===== config.mk =====
export PLATFORM = sky130hd
export DESIGN_NAME = pc_fetch_sequencer_flat
export DESIGN_NICKNAME = d
export VERILOG_FILES = /design/src/rtl/pc_fetch_sequencer_pkg.sv /design/src/rtl/pc_fetch_sequencer_if.sv /design/src/rtl/pc_fetch_sequencer_redirect_sel.sv /design/src/rtl/pc_fetch_sequencer.sv /design/src/flat_wrapper.sv
export SDC_FILE = /design/constraint.sdc
export NUM_CORES = 1
export LEC_CHECK = 0
export ABC_AREA = 1
export CAP_MARGIN = 20
export CORE_ASPECT_RATIO = 1.4
export CORE_UTILIZATION = 35
export CTS_BUF_LIST = sky130_fd_sc_hd__clkbuf_16
export DETAILED_ROUTE_END_ITERATION = 10
export DONT_BUFFER_PORTS = 1
export GPL_ROUTABILITY_DRIVEN = 0
export PLACE_DENSITY_LB_ADDON = 0.15
export SYNTH_ARGS = -nofsm -noshare
export SYNTH_HDL_FRONTEND = slang
export SYNTH_HIERARCHICAL = 1
export SYNTH_SLANG_ARGS = --single-unit

===== constraint.sdc =====
create_clock -name clk -period 5.6 [get_ports clk]
set_clock_uncertainty 0.15 [all_clocks]
set_input_delay 1.4 -clock clk [delete_from_list [all_inputs] [get_ports clk]]
set_output_delay 1.4 -clock clk [all_outputs]
set_load 0.02 [all_outputs]

===== src/rtl/pc_fetch_sequencer_pkg.sv =====
`default_nettype none
// +----------------------------------------------------------------------------+
// | pc_fetch_sequencer_pkg                                                     |
// | Shared address width, default vectors and fetch FSM state encoding.        |
// | Rev 1.0                                                                    |
// +----------------------------------------------------------------------------+
package pc_fetch_sequencer_pkg;

    localparam int INST_ADDR_W = 32;

    localparam logic [31:0] DEFAULT_RESET_VECTOR = 32'h0000_0000;
    localparam logic [31:0] DEFAULT_EXC_VECTOR   = 32'h0000_0020;

    typedef enum logic [1:0] {
        PF_BOOT  = 2'd0,
        PF_FETCH = 2'd1,
        PF_WAIT  = 2'd2,
        PF_STALL = 2'd3
    } pf_state_t;

endpackage
`default_nettype wire


===== src/rtl/pc_fetch_sequencer_if.sv =====
`default_nettype none
// +----------------------------------------------------------------------------+
// | pc_fetch_sequencer_if                                                      |
// | Redirect, stall, instruction-memory and IF/ID signals of the fetch stage.  |
// | Optional macro: PC_ALIGN_CHECK_EN adds misalign_o.                         |
// | Rev 1.0                                                                    |
// +----------------------------------------------------------------------------+
interface pc_fetch_sequencer_if
    import pc_fetch_sequencer_pkg::*;
#(
    parameter int ADDR_W = INST_ADDR_W
);
    logic              stall_i;
    logic              branch_i;
    logic [ADDR_W-1:0] branch_addr_i;
    logic              exc_i;
    logic              imem_req_o;
    logic [ADDR_W-1:0] imem_addr_o;
    logic              imem_ack_i;
    logic [ADDR_W-1:0] pc_o;
    logic [ADDR_W-1:0] pc_plus_4_o;
    logic              inst_valid_o;
    logic              flush_o;
`ifdef PC_ALIGN_CHECK_EN
    logic              misalign_o;
`endif

    modport master (
`ifdef PC_ALIGN_CHECK_EN
        output misalign_o,
`endif
        input  stall_i, branch_i, branch_addr_i, exc_i, imem_ack_i,
        output imem_req_o, imem_addr_o, pc_o, pc_plus_4_o, inst_valid_o, flush_o
    );

    modport slave (
`ifdef PC_ALIGN_CHECK_EN
        input  misalign_o,
`endif
        output stall_i, branch_i, branch_addr_i, exc_i, imem_ack_i,
        input  imem_req_o, imem_addr_o, pc_o, pc_plus_4_o, inst_valid_o, flush_o
    );

endinterface
`default_nettype wire


===== src/rtl/pc_fetch_sequencer_redirect_sel.sv =====
`default_nettype none
// +----------------------------------------------------------------------------+
// | pc_redirect_sel                                                            |
// | Next fetch address priority mux: exception > branch > pending > pc+4.      |
// | Rev 1.0                                                                    |
// +----------------------------------------------------------------------------+
module pc_redirect_sel
    import pc_fetch_sequencer_pkg::*;
#(
    parameter int                ADDR_W     = INST_ADDR_W,
    parameter logic [ADDR_W-1:0] EXC_VECTOR = ADDR_W'(DEFAULT_EXC_VECTOR)
) (
    input  logic              exc,
    input  logic              branch,
    input  logic [ADDR_W-1:0] branch_addr,
    input  logic              pending_valid,
    input  logic [ADDR_W-1:0] pending_addr,
    input  logic [ADDR_W-1:0] fetch_pc,
    output logic [ADDR_W-1:0] next_addr,
    output logic              redirect
);

    // redirect flags only a fresh request this cycle; a pending target is
    // already known to the sequencer and needs no new latch.
    always_comb begin
        next_addr = fetch_pc + ADDR_W'(4);
        redirect  = 1'b0;
        if (exc) begin
            next_addr = EXC_VECTOR;
            redirect  = 1'b1;
        end else if (branch) begin
            next_addr = branch_addr;
            redirect  = 1'b1;
        end else if (pending_valid) begin
            next_addr = pending_addr;
        end
    end

endmodule
`default_nettype wire


===== src/rtl/pc_fetch_sequencer.sv =====
`default_nettype none
// +----------------------------------------------------------------------------+
// | pc_fetch_sequencer                                                         |
// | Fetch-stage PC sequencer with imem req/ack handshake, stalls, redirects.   |
// | Optional macro: PC_ALIGN_CHECK_EN (misaligned branch -> exception vector). |
// | Rev 1.0                                                                    |
// +----------------------------------------------------------------------------+
module pc_fetch_sequencer
    import pc_fetch_sequencer_pkg::*;
#(
    parameter int                ADDR_W       = INST_ADDR_W,
    parameter logic [ADDR_W-1:0] RESET_VECTOR = ADDR_W'(DEFAULT_RESET_VECTOR),
    parameter logic [ADDR_W-1:0] EXC_VECTOR   = ADDR_W'(DEFAULT_EXC_VECTOR)
) (
    input  logic                 clk,
    input  logic                 rst,
    pc_fetch_sequencer_if.master bus
);

    pf_state_t         state;
    logic [ADDR_W-1:0] fetch_pc;
    logic [ADDR_W-1:0] pending_addr;
    logic              pending_valid;
    logic              req;
    logic [ADDR_W-1:0] req_addr;
    logic [ADDR_W-1:0] pc;
    logic [ADDR_W-1:0] pc_plus_4;
    logic              inst_valid;
    logic              flush;

    logic [ADDR_W-1:0] next_addr;
    logic [ADDR_W-1:0] branch_target;
    logic              redirect;
    logic              exc_eff;

`ifdef PC_ALIGN_CHECK_EN
    logic misalign_hit;
    logic misalign;

    assign misalign_hit   = bus.branch_i && (bus.branch_addr_i[1:0] != 2'b00);
    assign exc_eff        = bus.exc_i || misalign_hit;
    assign branch_target  = bus.branch_addr_i;
    assign bus.misalign_o = misalign;

    always_ff @(posedge clk) begin
        if (rst) begin
            misalign <= 1'b0;
        end else begin
            misalign <= misalign_hit;
        end
    end
`else
    assign exc_eff       = bus.exc_i;
    assign branch_target = bus.branch_addr_i & ~ADDR_W'(3);
`endif

    pc_redirect_sel #(
        .ADDR_W     (ADDR_W),
        .EXC_VECTOR (EXC_VECTOR)
    ) u_redirect_sel (
        .exc           (exc_eff),
        .branch        (bus.branch_i),
        .branch_addr   (branch_target),
        .pending_valid (pending_valid),
        .pending_addr  (pending_addr),
        .fetch_pc      (fetch_pc),
        .next_addr     (next_addr),
        .redirect      (redirect)
    );

    always_ff @(posedge clk) begin
        if (rst) begin
            state         <= PF_BOOT;
            fetch_pc      <= RESET_VECTOR;
            pending_addr  <= RESET_VECTOR;
            pending_valid <= 1'b0;
            req           <= 1'b0;
            req_addr      <= RESET_VECTOR;
            pc            <= RESET_VECTOR;
            pc_plus_4     <= RESET_VECTOR + ADDR_W'(4);
            inst_valid    <= 1'b0;
            flush         <= 1'b0;
        end else begin
            inst_valid <= 1'b0;
            flush      <= 1'b0;
            case (state)
                PF_BOOT: begin
                    state    <= PF_FETCH;
                    req      <= 1'b1;
                    req_addr <= fetch_pc;
                end
                PF_FETCH, PF_STALL: begin
                    if (redirect) begin
                        // Nothing acked yet, so the in-progress request is simply retargeted.
                        state    <= PF_FETCH;
                        fetch_pc <= next_addr;
                        req      <= 1'b1;
                        req_addr <= next_addr;
                        flush    <= 1'b1;
                    end else if (bus.stall_i) begin
                        state <= PF_STALL;
                        req   <= 1'b0;
                    end else if (state == PF_STALL) begin
                        state    <= PF_FETCH;
                        req      <= 1'b1;
                        req_addr <= fetch_pc;
                    end else begin
                        state <= PF_WAIT;
                    end
                end
                PF_WAIT: begin
                    if (bus.imem_ack_i) begin
                        pending_valid <= 1'b0;
                        fetch_pc      <= next_addr;
                        req_addr      <= next_addr;
                        if (redirect || pending_valid) begin
                            // Wrong-path instruction: drop it and kill younger work.
                            state <= PF_FETCH;
                            req   <= 1'b1;
                            flush <= 1'b1;
                        end else begin
                            inst_valid <= 1'b1;
                            pc         <= fetch_pc;
                            pc_plus_4  <= fetch_pc + ADDR_W'(4);
                            state      <= bus.stall_i ? PF_STALL : PF_FETCH;
                            req        <= ~bus.stall_i;
                        end
                    end else if (redirect) begin
                        pending_valid <= 1'b1;
                        pending_addr  <= next_addr;
                    end
                end
                default: begin
                    state <= PF_BOOT;
                    req   <= 1'b0;
                end
            endcase
        end
    end

    assign bus.imem_req_o   = req;
    assign bus.imem_addr_o  = req_addr;
    assign bus.pc_o         = pc;
    assign bus.pc_plus_4_o  = pc_plus_4;
    assign bus.inst_valid_o = inst_valid;
    assign bus.flush_o      = flush;

endmodule
`default_nettype wire


===== src/flat_wrapper.sv =====
// flat-port wrapper written by rule: the top's interface ports become plain ports
module pc_fetch_sequencer_flat import pc_fetch_sequencer_pkg::*;
#(
    parameter int                ADDR_W       = INST_ADDR_W,
    parameter logic [ADDR_W-1:0] RESET_VECTOR = ADDR_W'(DEFAULT_RESET_VECTOR),
    parameter logic [ADDR_W-1:0] EXC_VECTOR   = ADDR_W'(DEFAULT_EXC_VECTOR)
)
  (clk, rst, bus_stall_i, bus_branch_i, bus_branch_addr_i, bus_exc_i, bus_imem_ack_i, bus_imem_req_o, bus_imem_addr_o, bus_pc_o, bus_pc_plus_4_o, bus_inst_valid_o, bus_flush_o);
  pc_fetch_sequencer_if #(.ADDR_W(ADDR_W)) bus_i ();
  input  logic clk;
  input  logic rst;
  input wire logic [$bits(bus_i.stall_i)-1:0] bus_stall_i;
  input wire logic [$bits(bus_i.branch_i)-1:0] bus_branch_i;
  input wire logic [$bits(bus_i.branch_addr_i)-1:0] bus_branch_addr_i;
  input wire logic [$bits(bus_i.exc_i)-1:0] bus_exc_i;
  input wire logic [$bits(bus_i.imem_ack_i)-1:0] bus_imem_ack_i;
  output wire logic [$bits(bus_i.imem_req_o)-1:0] bus_imem_req_o;
  output wire logic [$bits(bus_i.imem_addr_o)-1:0] bus_imem_addr_o;
  output wire logic [$bits(bus_i.pc_o)-1:0] bus_pc_o;
  output wire logic [$bits(bus_i.pc_plus_4_o)-1:0] bus_pc_plus_4_o;
  output wire logic [$bits(bus_i.inst_valid_o)-1:0] bus_inst_valid_o;
  output wire logic [$bits(bus_i.flush_o)-1:0] bus_flush_o;
  assign bus_i.stall_i = bus_stall_i;
  assign bus_i.branch_i = bus_branch_i;
  assign bus_i.branch_addr_i = bus_branch_addr_i;
  assign bus_i.exc_i = bus_exc_i;
  assign bus_i.imem_ack_i = bus_imem_ack_i;
  assign bus_imem_req_o = bus_i.imem_req_o;
  assign bus_imem_addr_o = bus_i.imem_addr_o;
  assign bus_pc_o = bus_i.pc_o;
  assign bus_pc_plus_4_o = bus_i.pc_plus_4_o;
  assign bus_inst_valid_o = bus_i.inst_valid_o;
  assign bus_flush_o = bus_i.flush_o;
  pc_fetch_sequencer #(.ADDR_W(ADDR_W), .RESET_VECTOR(RESET_VECTOR), .EXC_VECTOR(EXC_VECTOR)) u_core (.clk(clk), .rst(rst), .bus(bus_i));
endmodule

==> results of run 1 <==
[sequential cells by signal, summed over array words and instances (netlist names)]
name                     count
u_core/bus.imem_addr_o      32
u_core/bus.pc_o             32
u_core/fetch_pc             32
u_core/pending_addr         32
u_core/bus.pc_plus_4_o      30
u_core/state                 2
u_core/bus.flush_o           1
u_core/bus.imem_req_o        1
u_core/bus.inst_valid_o      1
u_core/pending_valid         1
[routing by layer]
metal	up-vias	track usage, %	share of wire (%)
met5	-	0	0
met4	0	6.818	1.9
met3	31	4.902	5.1
met2	194	39.06	48
met1	3804	28.75	45
li1	4088	-	-
[how the worst min path moves through the flow]
stage / end / cells past startpoint / start / slack, ps
2_1_floorplan: u_core/pending_addr[1]$_SDFFE_PP0P_ / 2 / u_core/pending_addr[1]$_SDFFE_PP0P_ / 300
6_report: u_core/pending_addr[1]$_SDFFE_PP0P_ / 2 / u_core/pending_addr[1]$_SDFFE_PP0P_ / 330
3_5_place_dp: u_core/pending_addr[1]$_SDFFE_PP0P_ / 2 / u_core/pending_addr[1]$_SDFFE_PP0P_ / 320
3_3_place_gp: u_core/pending_addr[16]$_SDFFE_PP0P_ / 2 / u_core/pending_addr[16]$_SDFFE_PP0P_ / 310
5_1_grt: u_core/pending_addr[7]$_SDFFE_PP0P_ / 2 / u_core/pending_addr[7]$_SDFFE_PP0P_ / 350
4_1_cts: u_core/pending_addr[1]$_SDFFE_PP0P_ / 2 / u_core/pending_addr[1]$_SDFFE_PP0P_ / 330
[logic make-up (layout without fill, tap and decap cells)]
group                    after synthesis  in the layout  share of synthesized area [%]
AO/OA/AOI/OAI                        352            352                          22.14
XOR/XNOR                              10             10                          1.036
AND/OR/NAND/NOR                      570            570                          28.99
adder cells (fa/ha/maj)                2              2                         0.2961
other                                  1              2                        0.04438
buffers and inverters                172            143                          8.647
flip-flops                           164            164                          38.85
[stage by stage]
step / util (%) / area (um2)
global placement: 36.64 / 8593
floorplan: - / 8454
finish: 39.53 / 9270
detailed placement: 36.64 / 8593
global route: 39.53 / 9270
CTS: 39.53 / 9270
[tightest hold or removal path: stages (launching register included)]
cell     delay, ps
dfxtp_1        320
nor2_1          50
nor2_1          80
[layout make-up]
cell class	instances	area [um2]
Clock buffer	17	425.4
Clock inverter	15	251.5
Fill cell	2580	14180
Inverter	99	371.6
Multi-Input combinational cell	936	4441
Sequential cell	164	3283
Tap cell	306	382.9
Timing Repair Buffer	12	115.1
[cell usage in the layout (no fill, tap or decap), types with 3 or more instances in the layout]
master	netlist	routed
inv_1	87	87
nand3_2	5	5
a21oi_1	162	162
bufinv_16	0	6
xnor2_1	3	3
nor3_1	16	16
buf_4	7	10
nand2_1	237	237
o21bai_1	4	4
o21ai_1	11	11
nand3_1	77	77
a211oi_2	5	5
xor2_1	7	7
nor2_4	11	11
clkbuf_16	0	17
nor2_2	6	6
nand2_4	4	4
nor2_1	200	200
o21ai_0	150	150
dfxtp_1	164	164
nand2_2	8	8
o211ai_1	4	4
inv_6	0	3
inv_2	10	11
a211oi_1	6	6
or2_2	3	3
a21oi_2	8	8
[report_power, final]
group          total (mW)  leakage (nW)  switching [mW]  internal (mW)
Clock                1.37         0.328           0.525          0.843
Sequential           1.31          1.33           0.100           1.21
Combinational       0.245          1.84           0.171         0.0737
Total                2.92          3.50           0.796           2.13
==> impl_metrics.json, run 1 <==
{
  "start_util_pct": 36.03,
  "yosysWarnings": 6,
  "cp.buffers_inverters": 5,
  "grt.total_usage_pct": 22.89,
  "critPathLaunchType": "primary input",
  "max_slew_margin_pct": 35.16,
  "hold_viol": 0,
  "syn_inst": 1271,
  "synth_cell_types": 37,
  "worstSkewPairLatency_ps": 440,
  "finalCritPeriodShare_pct": 57.27,
  "cts_sinks": 164,
  "place_hpwl_mm": 19.20,
  "grt_pass1_vias": 7582,
  "path_delay_family": "buffers and inverters",
  "instances_no_fill": 1549,
  "synthFlopType": "dfxtp_1",
  "grt_overflow": 0,
  "drt_iter0_drc": 666,
  "port_buffers": 0,
  "crit_cells": 10,
  "dieArea_um2": 24780,
  "critPathCaptureType": "flip-flop",
  "maxCapViolCount": 0,
  "antenna_found_initial": 0,
  "irDropWorstVdd_mv": 0.2158,
  "grt_first_pass_wirelength_mm": 43.37,
  "total_power_mw": 2.924,
  "synth_area_um2": 8451,
  "grt_setup_unrepaired": "no",
  "slowest_stage": "buf_4",
  "fmax_ghz": 0.3118,
  "endpoint": "u_core/bus.pc_plus_4_o[2]$_SDFFE_PP1P_",
  "place_ws_ps": 1944,
  "fin_tns_setup_ps": 0,
  "post-cts-setup-buffers": 0,
  "nets": 1270,
  "drt_first_pass_iters": 5,
  "synth-edff-count": 0,
  "cts_inserted_buffers": 17,
  "h-tree-depth": 4,
  "vias": 8117,
  "path_cells": "nor2_1, buf_4, inv_1, inv_2, nand2_1, inv_2, nand2_4, buf_4, o21ai_0, a21o_1",
  "cts-root-buf": "clkbuf_16",
  "yosysMostFrequentCell": "nand2_1",
  "hold_slack_ps": 331.7,
  "power-per-cell-area_nw_per_um2": 315.4,
  "final-setup-viol-count": 0,
  "critPathLaunch": "bus_exc_i",
  "synth_area_per_cell_um2": 6.649,
  "status": "completed",
  "leakagePower_nw": 3.505,
  "synth_top_area_share_pct": 38.85,
  "min_path_type": "reg2reg",
  "cts_tree": "built",
  "chipWidth_um": 133.3,
  "finalMaxSlewViolations": 0,
  "ys_seq_area_share_pct": 38.85,
  "io-pin-count": 137,
  "synth_commonest_cells": "nand2_1 (237), nor2_1 (200), dfxtp_1 (164)",
  "clkSlewWorstSetupHoldPaths_ps": 70,
  "async_flop_share_pct": 0,
  "critical_path_arrival_ps": 3390,
  "max_stage_delay_ps": 460,
  "finalCriticalPeriod_ps": 3207,
  "crit_required_ps": 5780,
  "detail-route-antenna-nets": 0,
  "rr_worst_depth": 8,
  "grt_max_degree": 65,
  "tightest_slew_ps": 971.2,
  "syn2layout_area_growth_pct": 9.698,
  "synth.area.top_cells": "dfxtp_1 (39%), nand2_1 (11%), a21oi_1 (9.6%)",
  "wl_mm": 28.03,
  "ys_ff_latch": 164,
  "drive_gt1_share_pct": 8.367,
  "r2r_end": "u_core/bus.pc_plus_4_o[2]$_SDFFE_PP1P_",
  "drc": 0,
  "cts_hold_buf": 0,
  "core_area_um2": 23450,
  "cp_max_fo": 53,
  "setup_slack_ps": 2393,
  "wl_per_cell_um": 18.09,
  "placed_cells": 1517,
  "r2r_setup_slack_ps": 3020,
  "cts.repair.resized": 0,
  "diodes": 0,
  "synth_largest_area_cell": "dfxtp_1",
  "r2r-start": "u_core/pending_valid$_SDFFE_PP0P_",
  "clk_path_buf_depth": 2,
  "crit_type": "in2reg",
  "fp.dieH_um": 185.9,
  "via_per_inst": 5.240,
  "fp-row-count": 66
}
Note: power is estimated with default switching activity, not from simulation.
==> inputs of run 2 (changes only) <==
==> constraint.sdc (replaced) <==
create_clock -name clk -period 3.2 [get_ports clk]
set_clock_uncertainty 0.15 [all_clocks]
set_input_delay 0.8 -clock clk [delete_from_list [all_inputs] [get_ports clk]]
set_output_delay 0.8 -clock clk [all_outputs]
set_load 0.02 [all_outputs]
==> run 2 against run 1 <==
Against the previous run: cell area grew 0.93%; register-to-register slack got worse by 2100 ps; worst hold slack got worse by 46 ps; wire length increased by 0.16%; sequential share of layout area decreased by 0.33 points; clock power grew 66%; cell count rose by 0.84%; critical path type is now reg2reg; clock-buffer cell count is the same.
==> impl_metrics.json, run 2 (synthesis gave the netlist of run 1 again) <==
{
  "vias": 8120,
  "dr.max_layer_used": "met5",
  "syn2layout_area_growth_pct": 10.72,
  "critPathCaptureType": "flip-flop",
  "leakagePower_nw": 3.566,
  "finalCritPeriodShare_pct": 71.27,
  "critical_path_arrival_ps": 2510,
  "crit_required_ps": 3430,
  "fin_tns_setup_ps": 0,
  "drt_first_pass_iters": 5,
  "cts_tree": "built",
  "fin_area_um2": 9356,
  "instances_no_fill": 1562,
  "maxCapViolCount": 0,
  "detail-route-antenna-nets": 0,
  "clkSlewWorstSetupHoldPaths_ps": 70,
  "cp_max_fo": 11,
  "fin_util_pct": 39.90,
  "tightest_slew_ps": 745.7,
  "antenna_found_initial": 1,
  "grt_overflow": 0,
  "hold_slack_ps": 286.1,
  "cts_inserted_buffers": 17,
  "hold_viol": 0,
  "grt.total_usage_pct": 23.09,
  "placed_cells": 1530,
  "nets": 1283,
  "chipWidth_um": 133.3,
  "cts_hold_buf": 0,
  "min_path_type": "in2reg",
  "finalMaxSlewViolations": 0,
  "diodes": 0,
  "power-per-cell-area_nw_per_um2": 535.8,
  "grt_first_pass_wirelength_mm": 43.34,
  "cts.repair.resized": 0,
  "max_slew_margin_pct": 50.29,
  "grt_pass1_vias": 7523,
  "critPathLaunchType": "flip-flop",
  "wl_met3_mm": 1.345,
  "place_ws_ps": 661.4,
  "wl_met1_mm": 12.61,
  "drc": 0,
  "cts-root-buf": "clkbuf_16",
  "grt_max_degree": 42,
  "start_util_pct": 36.03,
  "setup_slack_ps": 919.5,
  "fp.dieH_um": 185.9,
  "crit_type": "reg2reg",
  "placed_area_um2": 8716,
  "whs_path_depth": 1,
  "via_per_inst": 5.198,
  "irDropWorstVdd_mv": 0.3786,
  "place_hpwl_mm": 19.96,
  "fp-row-count": 66,
  "dieArea_um2": 24780,
  "final-setup-viol-count": 0,
  "status": "completed",
  "final_cell_mix": "nand2_1 (237), nor2_1 (200), dfxtp_1 (164)",
  "grt_setup_unrepaired": "no",
  "wl_per_cell_um": 17.97,
  "finalCriticalPeriod_ps": 2280,
  "wl_mm": 28.07,
  "post-cts-setup-buffers": 0,
  "io-pin-count": 137,
  "port_buffers": 0,
  "drive_gt1_share_pct": 9.395,
  "drt_iter0_drc": 616,
  "worstSkewPairLatency_ps": 450,
  "rr_worst_depth": 10,
  "wl_met2_mm": 13.57,
  "final_common_cell": "nand2_1",
  "core_area_um2": 23450,
  "clk_path_buf_depth": 2,
  "total_power_mw": 5.013,
  "cts_sinks": 164,
  "fmax_ghz": 0.4385,
  "h-tree-depth": 4
}
## run 2: cell count changes in the layout (fill, tap and decap cells not counted)
cell | previous run | this run
buf_4 | 10 | 21
clkinvlp_4 | 1 | 0
inv_6 | 3 | 7
buf_12 | 2 | 4
bufinv_16 | 6 | 4
clkinv_1 | 2 | 1
## run 2: final timing paths
| kind | start | to | slack (ps) |
|---|---|---|---|
| setup reg to reg | u_core/fetch_pc[4]$_SDFFE_PP0P_ | u_core/fetch_pc[20]$_SDFFE_PP0P_ | 920 |
| hold reg to reg | u_core/pending_addr[19]$_SDFFE_PP0P_ | u_core/pending_addr[19]$_SDFFE_PP0P_ | 340 |
| hold / removal | rst | u_core/bus.pc_plus_4_o[4]$_SDFFE_PP0P_ | 290 |
| setup / recovery | u_core/fetch_pc[4]$_SDFFE_PP0P_ | u_core/fetch_pc[20]$_SDFFE_PP0P_ | 920 |
## run 2: where the power goes
| part | total (mW) | switching, mW | internal, mW |
|---|---|---|---|
| Combinational | 0.450 | 0.307 | 0.143 |
| Sequential | 2.29 | 0.170 | 2.12 |
| Clock | 2.27 | 0.943 | 1.33 |
## run 2: critical path, cell delays in order (launching register included)
cell and delay, ps:
dfxtp_1 620, nand2_2 160, nor2_4 180, nand3_1 200
nor2_1 140, nand2_1 60, nand2_1 60, nand2_1 50
a21oi_1 320, o21ai_0 150, a21oi_1 130
## run 2: metal layers
layer | vias up | global-route usage (%)
met5 | - | 0
met4 | 2 | 8.000
met3 | 25 | 4.793
met2 | 175 | 38.81
met1 | 3804 | 29.15
li1 | 4114 | -
## run 2: layout make-up
class | count | area (um2)
well taps | 306 | 382.9
flip-flops and latches | 164 | 3283
fillers | 2537 | 14100
multi-input cells | 936 | 4441
inverters | 99 | 371.6
clock buffers | 17 | 425.4
clock inverters | 15 | 215.2
repair buffers | 25 | 237.7
